File: src/rtl/io_entry_ctrl_pkg.sv
// Shared types and helpers for the user-I/O entry front end.
package io_entry_pkg;

  typedef enum logic [1:0] {
    CLEAR = 2'b00,
    READ  = 2'b01,
    WRITE = 2'b10,
    BUSY  = 2'b11
  } mode_e;

  // Request op codes share the mode encoding.
  typedef mode_e op_e;

  typedef enum logic [2:0] {
    IDLE,
    ADDR,
    DATA,
    REQ,
    WAIT,
    SHOW
  } state_e;

  // Mode rotation used by mode_key while idle.
  function automatic mode_e next_mode(input mode_e m);
    case (m)
      CLEAR:   return WRITE;
      WRITE:   return READ;
      default: return CLEAR;
    endcase
  endfunction

  // Number of real bits carried by hex digit idx of a total_w-bit value (0..4).
  function automatic int digit_bits(input int total_w, input int idx);
    int rem;
    rem = total_w - 4 * idx;
    if (rem <= 0) return 0;
    if (rem >= 4) return 4;
    return rem;
  endfunction

  // Largest value a digit may hold before wrapping to 0.
  function automatic logic [3:0] digit_maxv(input int total_w, input int idx);
    return 4'((1 << digit_bits(total_w, idx)) - 1);
  endfunction

endpackage

File: src/rtl/io_entry_ctrl_hex_digit_ctr.sv
// One hex digit of an entry register: increments on en, wraps past MAXV to 0,
// synchronous clear has priority over increment.
module hex_digit_ctr #(
  parameter logic [3:0] MAXV = 4'hF
) (
  input  logic       clk,
  input  logic       rst_n,
  input  logic       en,
  input  logic       clr,
  output logic [3:0] val
);

  logic [3:0] val_q;
  logic [3:0] val_d;

  // Next digit value: clear, wrap-increment or hold.
  always_comb begin
    val_d = val_q;
    if (clr) begin
      val_d = 4'h0;
    end else if (en) begin
      val_d = (val_q >= MAXV) ? 4'h0 : val_q + 4'h1;
    end
  end

  // Digit register.
  always_ff @(posedge clk or negedge rst_n) begin
    if (!rst_n) begin
      val_q <= 4'h0;
    end else begin
      val_q <= val_d;
    end
  end

  assign val = val_q;

endmodule

File: src/rtl/io_entry_ctrl.sv
// User-I/O entry controller: builds address and write data one hex page at a
// time from key pulses and per-digit increment switches, then issues the
// operation on a valid/ready request channel and shows read data.
//
// state | meaning
// IDLE  | choose mode with mode_key; step_key starts entry (or CLEAR request)
// ADDR  | editing address page pg_q (1..APG)
// DATA  | editing data page pg_q (1..DPG), WRITE only; shown as page APG+pg_q
// REQ   | request held on req_* until req_ready
// WAIT  | READ accepted, waiting for rsp_valid
// SHOW  | displaying captured read data until a key is pressed
module io_entry_ctrl
  import io_entry_pkg::*;
#(
  parameter  int ADDR_W = 25,
  parameter  int DATA_W = 16,
  parameter  int NDIG   = 4,
  localparam int DISP_W = 4 * NDIG,
  localparam int APG    = (ADDR_W + DISP_W - 1) / DISP_W,
  localparam int DPG    = (DATA_W + DISP_W - 1) / DISP_W,
  localparam int PG_W   = $clog2(APG + DPG + 1)
) (
  input  logic              clk,
  input  logic              rst_n,
  input  logic              mode_key,
  input  logic              step_key,
  input  logic [NDIG-1:0]   inc,
  output logic              req_valid,
  input  logic              req_ready,
  output logic [1:0]        req_op,
  output logic [ADDR_W-1:0] req_addr,
  output logic [DATA_W-1:0] req_wdata,
  input  logic              rsp_valid,
  input  logic [DATA_W-1:0] rsp_rdata,
  output logic [1:0]        mode,
  output logic [PG_W-1:0]   page,
  output logic [DISP_W-1:0] disp,
  output logic              done
);

  localparam int NPG   = APG + DPG;
  localparam int NDIGT = NPG * NDIG;
  localparam int ADIG  = APG * NDIG;

  state_e            state_q, state_d;
  mode_e             mode_q, mode_d;
  logic [PG_W-1:0]   pg_q, pg_d;
  logic [DATA_W-1:0] rdata_q, rdata_d;
  logic              done_q, done_d;
  logic [NDIG-1:0]   inc_q;
  logic              clr_regs;

  logic [NDIG-1:0]   inc_edge;
  logic              edit_en;
  logic [PG_W-1:0]   page_out;
  logic [PG_W-1:0]   gpage;
  logic [3:0]        dig [NDIGT];
  logic [NDIGT-1:0]  dig_en;
  logic [DISP_W-1:0] page_vec [NPG];
  logic [DISP_W-1:0] disp_edit;
  logic [ADDR_W-1:0] addr_vec;
  logic [DATA_W-1:0] data_vec;

  assign inc_edge = inc & ~inc_q;
  assign edit_en  = (state_q == ADDR) || (state_q == DATA);

  // Global 1-based page number: address pages first, then data pages.
  always_comb begin
    page_out = '0;
    if (state_q == ADDR) begin
      page_out = pg_q;
    end else if (state_q == DATA) begin
      page_out = pg_q + PG_W'(APG);
    end
  end

  assign gpage = page_out - PG_W'(1);

  // Digit storage: each digit wraps at the value its slice of the word can hold.
  for (genvar g = 0; g < NDIGT; g++) begin : g_dig
    localparam int         PGI  = g / NDIG;
    localparam logic [3:0] MAXV = (g < ADIG) ? digit_maxv(ADDR_W, g)
                                             : digit_maxv(DATA_W, g - ADIG);
    assign dig_en[g] = edit_en && (gpage == PG_W'(PGI)) && inc_edge[g % NDIG];

    hex_digit_ctr #(
      .MAXV(MAXV)
    ) u_dig (
      .clk   (clk),
      .rst_n (rst_n),
      .en    (dig_en[g]),
      .clr   (clr_regs),
      .val   (dig[g])
    );
  end

  for (genvar p = 0; p < NPG; p++) begin : g_page
    for (genvar i = 0; i < NDIG; i++) begin : g_pd
      assign page_vec[p][4*i +: 4] = dig[p*NDIG + i];
    end
  end

  for (genvar b = 0; b < ADDR_W; b++) begin : g_abit
    assign addr_vec[b] = dig[b/4][b%4];
  end

  for (genvar b = 0; b < DATA_W; b++) begin : g_dbit
    assign data_vec[b] = dig[ADIG + b/4][b%4];
  end

  // Digits of the page being edited.
  always_comb begin
    disp_edit = '0;
    for (int p = 0; p < NPG; p++) begin
      if (edit_en && (gpage == PG_W'(p))) begin
        disp_edit = page_vec[p];
      end
    end
  end

  // Next-state, page, mode, capture and done logic.
  always_comb begin
    state_d  = state_q;
    mode_d   = mode_q;
    pg_d     = pg_q;
    rdata_d  = rdata_q;
    done_d   = 1'b0;
    clr_regs = 1'b0;
    case (state_q)
      IDLE: begin
        if (mode_key) begin
          mode_d = next_mode(mode_q);
        end else if (step_key) begin
          if (mode_q == CLEAR) begin
            state_d = REQ;
          end else begin
            state_d = ADDR;
            pg_d    = PG_W'(1);
          end
        end
      end
      ADDR: begin
        if (mode_key) begin
          state_d = IDLE;
          pg_d    = '0;
        end else if (step_key) begin
          if (pg_q == PG_W'(APG)) begin
            if (mode_q == WRITE) begin
              state_d = DATA;
              pg_d    = PG_W'(1);
            end else begin
              state_d = REQ;
              pg_d    = '0;
            end
          end else begin
            pg_d = pg_q + PG_W'(1);
          end
        end
      end
      DATA: begin
        if (mode_key) begin
          state_d = IDLE;
          pg_d    = '0;
        end else if (step_key) begin
          if (pg_q == PG_W'(DPG)) begin
            state_d = REQ;
            pg_d    = '0;
          end else begin
            pg_d = pg_q + PG_W'(1);
          end
        end
      end
      REQ: begin
        if (req_ready) begin
          if (mode_q == READ) begin
            state_d = WAIT;
          end else begin
            state_d  = IDLE;
            done_d   = 1'b1;
            clr_regs = (mode_q == CLEAR);
          end
        end
      end
      WAIT: begin
        if (rsp_valid) begin
          rdata_d = rsp_rdata;
          done_d  = 1'b1;
          state_d = SHOW;
        end
      end
      SHOW: begin
        if (step_key || mode_key) begin
          state_d = IDLE;
        end
      end
      default: begin
        state_d = IDLE;
        pg_d    = '0;
      end
    endcase
  end

  // Control registers and increment-level history.
  always_ff @(posedge clk or negedge rst_n) begin
    if (!rst_n) begin
      state_q <= IDLE;
      mode_q  <= CLEAR;
      pg_q    <= '0;
      rdata_q <= '0;
      done_q  <= 1'b0;
      inc_q   <= '0;
    end else begin
      state_q <= state_d;
      mode_q  <= mode_d;
      pg_q    <= pg_d;
      rdata_q <= rdata_d;
      done_q  <= done_d;
      inc_q   <= inc;
    end
  end

  assign req_valid = (state_q == REQ);
  assign req_op    = mode_q;
  assign req_addr  = addr_vec;
  assign req_wdata = (mode_q == WRITE) ? data_vec : '0;
  assign mode      = ((state_q == REQ) || (state_q == WAIT)) ? BUSY : mode_q;
  assign page      = page_out;
  assign disp      = (state_q == SHOW) ? DISP_W'(rdata_q) : disp_edit;
  assign done      = done_q;

endmodule

File: config.mk
export PLATFORM = sky130hd
export DESIGN_NAME = io_entry_ctrl
export DESIGN_NICKNAME = d
export VERILOG_FILES = /design/src/rtl/io_entry_ctrl_pkg.sv /design/src/rtl/io_entry_ctrl_hex_digit_ctr.sv /design/src/rtl/io_entry_ctrl.sv
export SDC_FILE = /design/constraint.sdc
export NUM_CORES = 1
export LEC_CHECK = 0
export BUFFER_PORTS_ARGS = -buffer_cell sky130_fd_sc_hd__buf_2
export CORE_MARGIN = 3
export CORE_UTILIZATION = 55
export CTS_CLUSTER_SIZE = 10
export DETAILED_ROUTE_END_ITERATION = 10
export HOLD_SLACK_MARGIN = 0.15
export PLACE_DENSITY = 0.81
export RECOVER_POWER = 50
export SYNTH_ARGS = -nofsm -noshare
export SYNTH_HDL_FRONTEND = slang
export SYNTH_HIERARCHICAL = 1
export SYNTH_SLANG_ARGS = --single-unit
File: constraint.sdc
create_clock -name clk -period 4.8 [get_ports clk]
set_input_delay 0.96 -clock clk [delete_from_list [all_inputs] [get_ports clk]]
set_output_delay 0.96 -clock clk [all_outputs]
set_load 0.02 [all_outputs]
[Word-level counts from Yosys, hierarchy flattened]
Index checks and enable logic that the tools add are counted.
Storage, ports and cells
  flip-flop bits (word level): 76
  input port bits: 26
  output and inout bits: 65
  word-level logic and storage cells: 185
Cells by class
  add/subtract/negate cells: 15
  magnitude comparators: 12
  eq/ne operators: 21
  multiplexer cells: 78
  bitwise operators: 3
  reductions and logical operators: 38
Operators by type and width (number)
  $mux W4: 36
  $mux W16: 5
  $add A4 B1 Y4 const B: 12
  $ge A4 B4 Y1 const B: 10
  $mux W3: 12
  $mux W2: 13
  $reduce_bool A2 Y1: 12
  $pmux W3 S6: 1
  $logic_and A1 B1 Y1: 15
  $ne A2 B2 Y1 const B: 5
  $reduce_and A9 Y1: 1
  $ge A4 B1 Y1 const B: 2
  $mux W1: 8
  $pmux W2 S4: 1
  $eq A2 B1 Y1 const B: 3
  $eq A2 B2 Y1 const B: 3
  $eq A3 B2 Y1 const B: 2
  $eq A3 B3 Y1 const B: 2
  $ne A3 B2 Y1 const B: 2
  $ne A3 B3 Y1 const B: 2
  $reduce_and A6 Y1: 1
  $and A4 B4 Y4: 1
  $logic_not A2 Y1: 2
  $not A4 Y4: 1
  12 further kinds: 15

[Depth between registers and ports, before layout]
Gate-level depths: netlist of the first run.
  depth in word-level cells: 10
  mapped depth: 9
  depth with buffers taken out: 9

[Modules after synthesis]
Netlist of the first run, hierarchy kept.
By module, submodules not included
  io_entry_ctrl: times used 1, cells an instance 228, area an instance 2035.7 µm², seq. area each 700.7 µm²
  hex_digit_ctr (g_dig[0].u_dig ...): times used 10, cells an instance 19, area an instance 191.4 µm², seq. area each 100.1 µm²
  hex_digit_ctr (g_dig[6].u_dig): times used 1, cells an instance 17, area an instance 219.0 µm², seq. area each 100.1 µm²
  hex_digit_ctr (g_dig[7].u_dig): times used 1, cells an instance 5, area an instance 33.8 µm², seq. area each 0.0 µm²

[Least setup slack after synthesis of the first run]
OpenSTA, ideal clock, no wires.
  path type: register to register
  from: register state_q[2]
  to: register g_dig[6].u_dig.val_q[1]
  library setup time: 0.122 ns
  data arrival time: 3.862 ns
  data required time: 4.678 ns
  slack: 0.816 ns
  stages on the path, launching flop included: 8
  path buffers: 1
  clock period less this slack: 3.984 ns
  cells stage by stage: dfrtp_1 > buf_6 > inv_2 > and3_1 > nand2_1 > nor3_1 > nor2_1 > a32o_1
Between the ends
  elaborated cells on any way between the ends: 13
  those cells by class: 1 x add/sub; 4 x eq/ne; 4 x mux; 4 x reduce/logical
RTL lines
  start, declared: RTL line io_entry_ctrl.sv:45  | state_e state_q, state_d;
  start signal, assigned: RTL line io_entry_ctrl.sv:213  | state_q <= state_d;
  $eq A3 B2 Y1 (*)
  via req_valid: RTL line io_entry_ctrl.sv:28  | output logic req_valid,
  $mux W1 (*): RTL line io_entry_ctrl.sv:129  | case (state_q)
  via clr_regs: RTL line io_entry_ctrl.sv:51  | logic clr_regs;
  $mux W4 or $reduce_bool A2 Y1 (tied branches)
  end signal, assigned: RTL line io_entry_ctrl_hex_digit_ctr.sv:31  | val_q <= val_d;
  end, declared: RTL line io_entry_ctrl_hex_digit_ctr.sv:13  | logic [3:0] val_q;
The timed path passes the listed nets; every way through them passes the cells marked *.
A chain may end at the register's enable or synchronous reset.

[Final worst setup path of the first run]
  from: register state_q[1]
  to: output disp[10]
Between the ends
  cells in the longest elaborated chain, start to end: 10
  elaborated cells on any way between the ends: 17
  those cells by class: 1 x add/sub; 5 x eq/ne; 6 x mux; 5 x reduce/logical
RTL lines
  $eq A3 B2 Y1: RTL line io_entry_ctrl.sv:65, io_entry_ctrl.sv:72
  $mux W2: RTL line io_entry_ctrl.sv:72  | end else if (state_q == DATA) begin
  $mux W2: RTL line io_entry_ctrl.sv:70  | if (state_q == ADDR) begin
  $sub A2 B1 Y2: RTL line io_entry_ctrl.sv:77  | assign gpage = page_out - PG_W'(1);
  $logic_not A2 Y1: RTL line io_entry_ctrl.sv:115  | if (edit_en && (gpage == PG_W'(p))) begin
  $logic_and A1 B1 Y1: RTL line io_entry_ctrl.sv:115
  $mux W16 (3 in series): RTL line io_entry_ctrl.sv:115
  $mux W16 (*): RTL line io_entry_ctrl.sv:228  | assign disp = (state_q == SHOW) ? DISP_W'(rdata_q) : disp_edit;
  end, declared: RTL line io_entry_ctrl.sv:37  | output logic [DISP_W-1:0] disp,
Mark *: on every way between the ends. The rest lies on a longest branch, timed or not.

==> flow_summary.toml, run 1 <==
[floorplanning]
rows = 31
initial_utilization_pct = 57.28
io_pins = 91
core_area_sq_um = 7331
die_x_microns = 93.38
die_h_microns = 93.38
dieArea_sq_um = 8719

[run_status]
outcome = "finished, violations left"
violations = "capacitance limit, slew limit"

[worst_hold_path]
hp-class = "reg2reg"
hold_end = "rdata_q[10]"
hold_depth = 1
min_from = "rdata_q[10]"

[yosys]
syn_inst = 439
yosys_warnings = 6
syn-cell-area_sq_um = 4199
avgSynthCellArea_sq_um = 9.565

[cts]
max-clock-path-buffers = 2
clkTransAtPathRegs_ns = 0.08
worstSkewPairLatency_ns = 0.36
postCtsHoldBufs = 0
post_cts_buffers = 0
cts_sinks = 72
cts.htree.levels = 3
cts_buffers = 9
clockRootBuffer = "clkbuf_8"
cts_tree = "yes"
cts_resized = 0

[power_and_ir_drop]
p_leak_uw = 0.002293
vdd_drop_max_mv = 0.2961
p_per_area_nw_per_um2 = 585.9
total_power_uw = 2898

[cells_and_area]
final_cell_mix = "dfrtp_1 (72), buf_2 (61), nand2_1 (56), nor2_1 (49), mux2i_1 (37)"
fin_cells = 631
num_antenna_cells = 0
design_area_sq_um = 4947
syn_to_final_growth_pct = 17.82
final_layout_size_suffix_gt1_share_pct = 19.17
layout_commonest_cell = "dfrtp_1"
final_nets = 566

[critical_path]
slowest_stage = "nand2_1"
rr_startpoint = "state_q[1]"
reg2reg_depth = 9
critPathKind = "reg2out"
path_cells = "or2b_4 -> mux2i_1 -> nand2_1 -> nand3_1 -> o211ai_1 -> buf_2"
startpoint_type = "flop"
slowest_delay_ns = 0.70
crit_arrival_ns = 2.85
cp-end-kind = "output port"
reg2reg_to = "g_dig[8].u_dig/val[3]"
r2r_setup_slack_ns = 1.52
cp.required_ns = 3.84
crit_fanout = 34

[timing]
clock_skew_ns = 0.01502
maxSlewViolCount = 36
timing.final.ws_setup_ns = 0.9855
max_freq_ghz = 0.2622
max_slew_margin_pct = -32.98
tightestPinTransition_ns = 1.995
hold_viol_final = 0
period_needed_ns = 3.815
period_share_pct = 79.47
rsz0062_at_grt = "false"
setup_viol = 0
tns_ns = 0

[placement]
place.gp.congestion = 0.8800
dpl_worst_slack_ns = 1.410
dpl_cell_area_sq_um = 4682
io_buffers = 90
placedCellCount = 615
hpwlAfterDp_microns = 7358

[drt]
drt_iter0_drc = 190
drc = 0
num_vias = 3686
vias_per_cell = 5.842
drt_wl_total_microns = 10710
firstDrtPassIters = 4
wire_per_inst_microns = 16.97
antenna_left = 0

[global_route]
track_usage_pct = 25.65
grt_max_degree = 44
grt_pass1_wl_microns = 17460
antenna_found_initial = 0
grt_pass1_vias = 3612
gr-total-overflow = 0

[job]
drv_cap = 1
-- worst max-delay path, delay by kind of cell (launching register included) --
kind	cells	cell delay, ns
compound gates	1	0.14
buf+inv	1	0.22
flops	1	0.60
mux	1	0.12
simple gates	3	1.41
-- how the worst max path moves through the flow --
stage               slack, ns  startpoint  cells past startpoint                     to
floorplan                0.82  state_q[2]                      7  g_dig[6].u_dig/val[1]
global placement         1.60  state_q[1]                      6                disp[5]
detailed placement       1.41  state_q[1]                      6               disp[10]
CTS                      1.00  state_q[1]                      6               disp[10]
global route             0.77  state_q[1]                      6                disp[4]
finish                   0.99  state_q[1]                      6               disp[10]
-- flip-flops by register name, indices dropped and copies added (netlist names) --
register,flops
g_dig.u_dig/val,44
state_q,3
req_op,2
pg_q,2
done,1
inc_q,4
rdata_q,16
-- through the flow --
step                      util [%]  hold WS [ns]
after floorplan                  -        0.4580
after detailed placement     63.87        0.4768
final                        67.49        0.4932
after CTS                    67.98        0.4966
after global routing         67.49        0.5215
after global placement       63.87        0.4685
-- final cells by class --
cell class / count / area (sq um)
fillers: 598 / 2384
flip-flops and latches: 72 / 1802
inverters: 7 / 26.28
well taps: 99 / 123.9
repair buffers: 94 / 444.2
clock buffers: 11 / 151.4
multi-input cells: 343 / 2250
clock inverters: 5 / 150.1
-- report_power, final --
group | total, uW | internal, uW | switching (uW)
clock | 717 | 479 | 238
combinational | 1160 | 433 | 727
sequential | 1020 | 780 | 242
total | 2900 | 1690 | 1210
-- per-layer routing --
layer | share of wire [%] | track usage [%]
met2 | 48 | 41.99
met4 | 1.7 | 10.01
met3 | 6.8 | 4.666
met1 | 43 | 33.75
met5 | 0 | 0
Note: power is estimated with default switching activity, not from simulation.
==> inputs of run 2 (changes only) <==
--- a/config.mk
+++ b/config.mk
@@ -5,13 +5,14 @@
 export SDC_FILE = /design/constraint.sdc
 export NUM_CORES = 1
 export LEC_CHECK = 0
+export ABC_AREA = 1
 export BUFFER_PORTS_ARGS = -buffer_cell sky130_fd_sc_hd__buf_2
 export CORE_MARGIN = 3
-export CORE_UTILIZATION = 55
+export CORE_UTILIZATION = 50
 export CTS_CLUSTER_SIZE = 10
 export DETAILED_ROUTE_END_ITERATION = 10
 export HOLD_SLACK_MARGIN = 0.15
-export PLACE_DENSITY = 0.81
+export PLACE_DENSITY = 0.77
 export RECOVER_POWER = 50
 export SYNTH_ARGS = -nofsm -noshare
 export SYNTH_HDL_FRONTEND = slang
==> constraint.sdc (replaced) <==
create_clock -name clk -period 3.3 [get_ports clk]
set_input_delay 0.66 -clock clk [delete_from_list [all_inputs] [get_ports clk]]
set_output_delay 0.66 -clock clk [all_outputs]
set_load 0.02 [all_outputs]
==> run 2 against run 1 <==
Against the previous run: utilization fell by 7.7 points; the flow still finishes with violations (capacitance limit, slew limit); highest routed layer unchanged; combinational power grew 58%; first-iteration DRC count rose by 36%; sequential power is 52% higher.
==> flow_summary.toml, run 2 <==
[critical_path]
path_cells = "inv_2 -> nand3_4 -> o21ai_4 -> buf_4 -> nand3_1 -> nand4_1 -> buf_2"
crit_fanout = 19
startpoint = "state_q[2]"
startpoint_type = "flop"
rr_startpoint = "state_q[1]"
cp.required_ns = 2.64
cp-end-kind = "output port"
critPathKind = "reg2out"
r2r_setup_slack_ns = 0.46
slowest_delay_ns = 0.46
crit_arrival_ns = 2.30
slowest_stage = "dfrtp_1"

[power_and_ir_drop]
p_leak_uw = 0.002550
vdd_drop_max_mv = 0.3553
total_power_uw = 4176
p_per_area_nw_per_um2 = 801.2

[floorplanning]
dieArea_sq_um = 10190
io_pins = 91
core_area_sq_um = 8721
initial_utilization_pct = 51.71
rows = 34
die_h_microns = 101.0
die_x_microns = 101.0

[cells_and_area]
num_antenna_cells = 0
layout_commonest_cell = "nand2_1"
syn_to_final_growth_pct = 15.59
final_cell_mix = "nand2_1 (122), nand3_1 (80), dfrtp_1 (72), buf_2 (66), inv_1 (60)"
seqCellArea_sq_um = 1802
final_nets = 702
multi_input_area_sq_um = 2325
largest_reg_flops = 44
final_layout_size_suffix_gt1_share_pct = 23.20
fillCellCount = 823

[timing]
tns_ns = 0
period_share_pct = 89.73
timing.final.ws_setup_ns = 0.3390
period_needed_ns = 2.961
rsz0062_at_grt = "false"
hold_viol_final = 0
max_slew_margin_pct = -32.48
setup_viol = 0
maxSlewViolCount = 54
max_freq_ghz = 0.3377
clock_skew_ns = 0.01386
tightestPinTransition_ns = 1.987

[run_status]
violations = "capacitance limit, slew limit"
outcome = "finished, violations left"

[global_route]
grt_pass1_vias = 4160
gr-total-overflow = 0
antenna_found_initial = 0
grt_util_met2_pct = 40.81
track_usage_pct = 24.92
grt-busiest-layer = "met2"
grt_pass1_wl_microns = 19970
grt_max_degree = 39
grtUsageMet3_pct = 3.945
met1_usage_pct = 31.80

[drt]
drc = 0
firstDrtPassIters = 5
drt_iter0_drc = 258
antenna_left = 0
num_vias = 4350
vias_per_cell = 5.606
drt_wl_total_microns = 12380
wire_per_inst_microns = 15.96

[cts]
cts_tree = "yes"
cts_resized = 0
clockRootBuffer = "clkbuf_8"
cts_buffers = 9
cts.htree.levels = 3
max-clock-path-buffers = 2
worstSkewPairLatency_ns = 0.36
post_cts_buffers = 0
cts_sinks = 72
postCtsHoldBufs = 0
clkTransAtPathRegs_ns = 0.08

[worst_hold_path]
hp-class = "in2reg"
min_from = "inc[3]"

[placement]
hpwlAfterDp_microns = 8867
place.gp.congestion = 0.9538
io_buffers = 90
dpl_worst_slack_ns = 0.7684

[yosys]
syn_inst = 570
syn-cell-area_sq_um = 4509
avgSynthCellArea_sq_um = 7.911
yosys_warnings = 6

[job]
drv_cap = 2
-- run 2: path summary, 6_finish.rpt --
path | depth (start not counted) | to
setup reg to reg | 4 | rdata_q[6]
max in group asynchronous | 2 | g_dig[2].u_dig/val[2]
hold reg to reg | 1 | rdata_q[1]
hold / removal | 1 | inc_q[3]
min in group asynchronous | 1 | req_op[1]
setup / recovery | 7 | disp[3]
-- run 2: worst max-delay path: cells and delay by family, from the launching register on --
kind                   cells  cell delay (ns)
buffers and inverters      3             0.69
AND/OR/NAND/NOR            3             0.37
flip-flops                 1             0.46
AO/OA/AOI/OAI              1             0.42
-- run 2: cell type report --
class / count / area share (%)
repair buffers: 94 / 8.593
multi-input cells: 411 / 44.60
flip-flops and latches: 72 / 34.57
clock inverters: 5 / 1.536
clock buffers: 11 / 2.712
well taps: 108 / 2.592
inverters: 75 / 5.401
-- run 2: routing by layer --
layer  up-vias  wire [microns]
li1       2067               -
met4         0             363
met3        28             837
met1      2094            5249
met5         -               0
met2       161            5933
-- run 2: metrics by stage --
step | util, % | instances | area (sq um) | hold slack (ns)
final | 59.77 | 776 | 5213 | 0.4254
after global placement | 57.95 | 760 | 5054 | 0.4929
after floorplan | - | 573 | 4526 | 0.3644
after CTS | 60.49 | 776 | 5275 | 0.4197
after global routing | 59.77 | 776 | 5213 | 0.4215
after detailed placement | 57.95 | 760 | 5054 | 0.4982
-- run 2: power by group --
part           switching (uW)  internal [uW]
Combinational            1240            588
Clock                     357            446
Sequential                382           1160
Total                    1980           2200
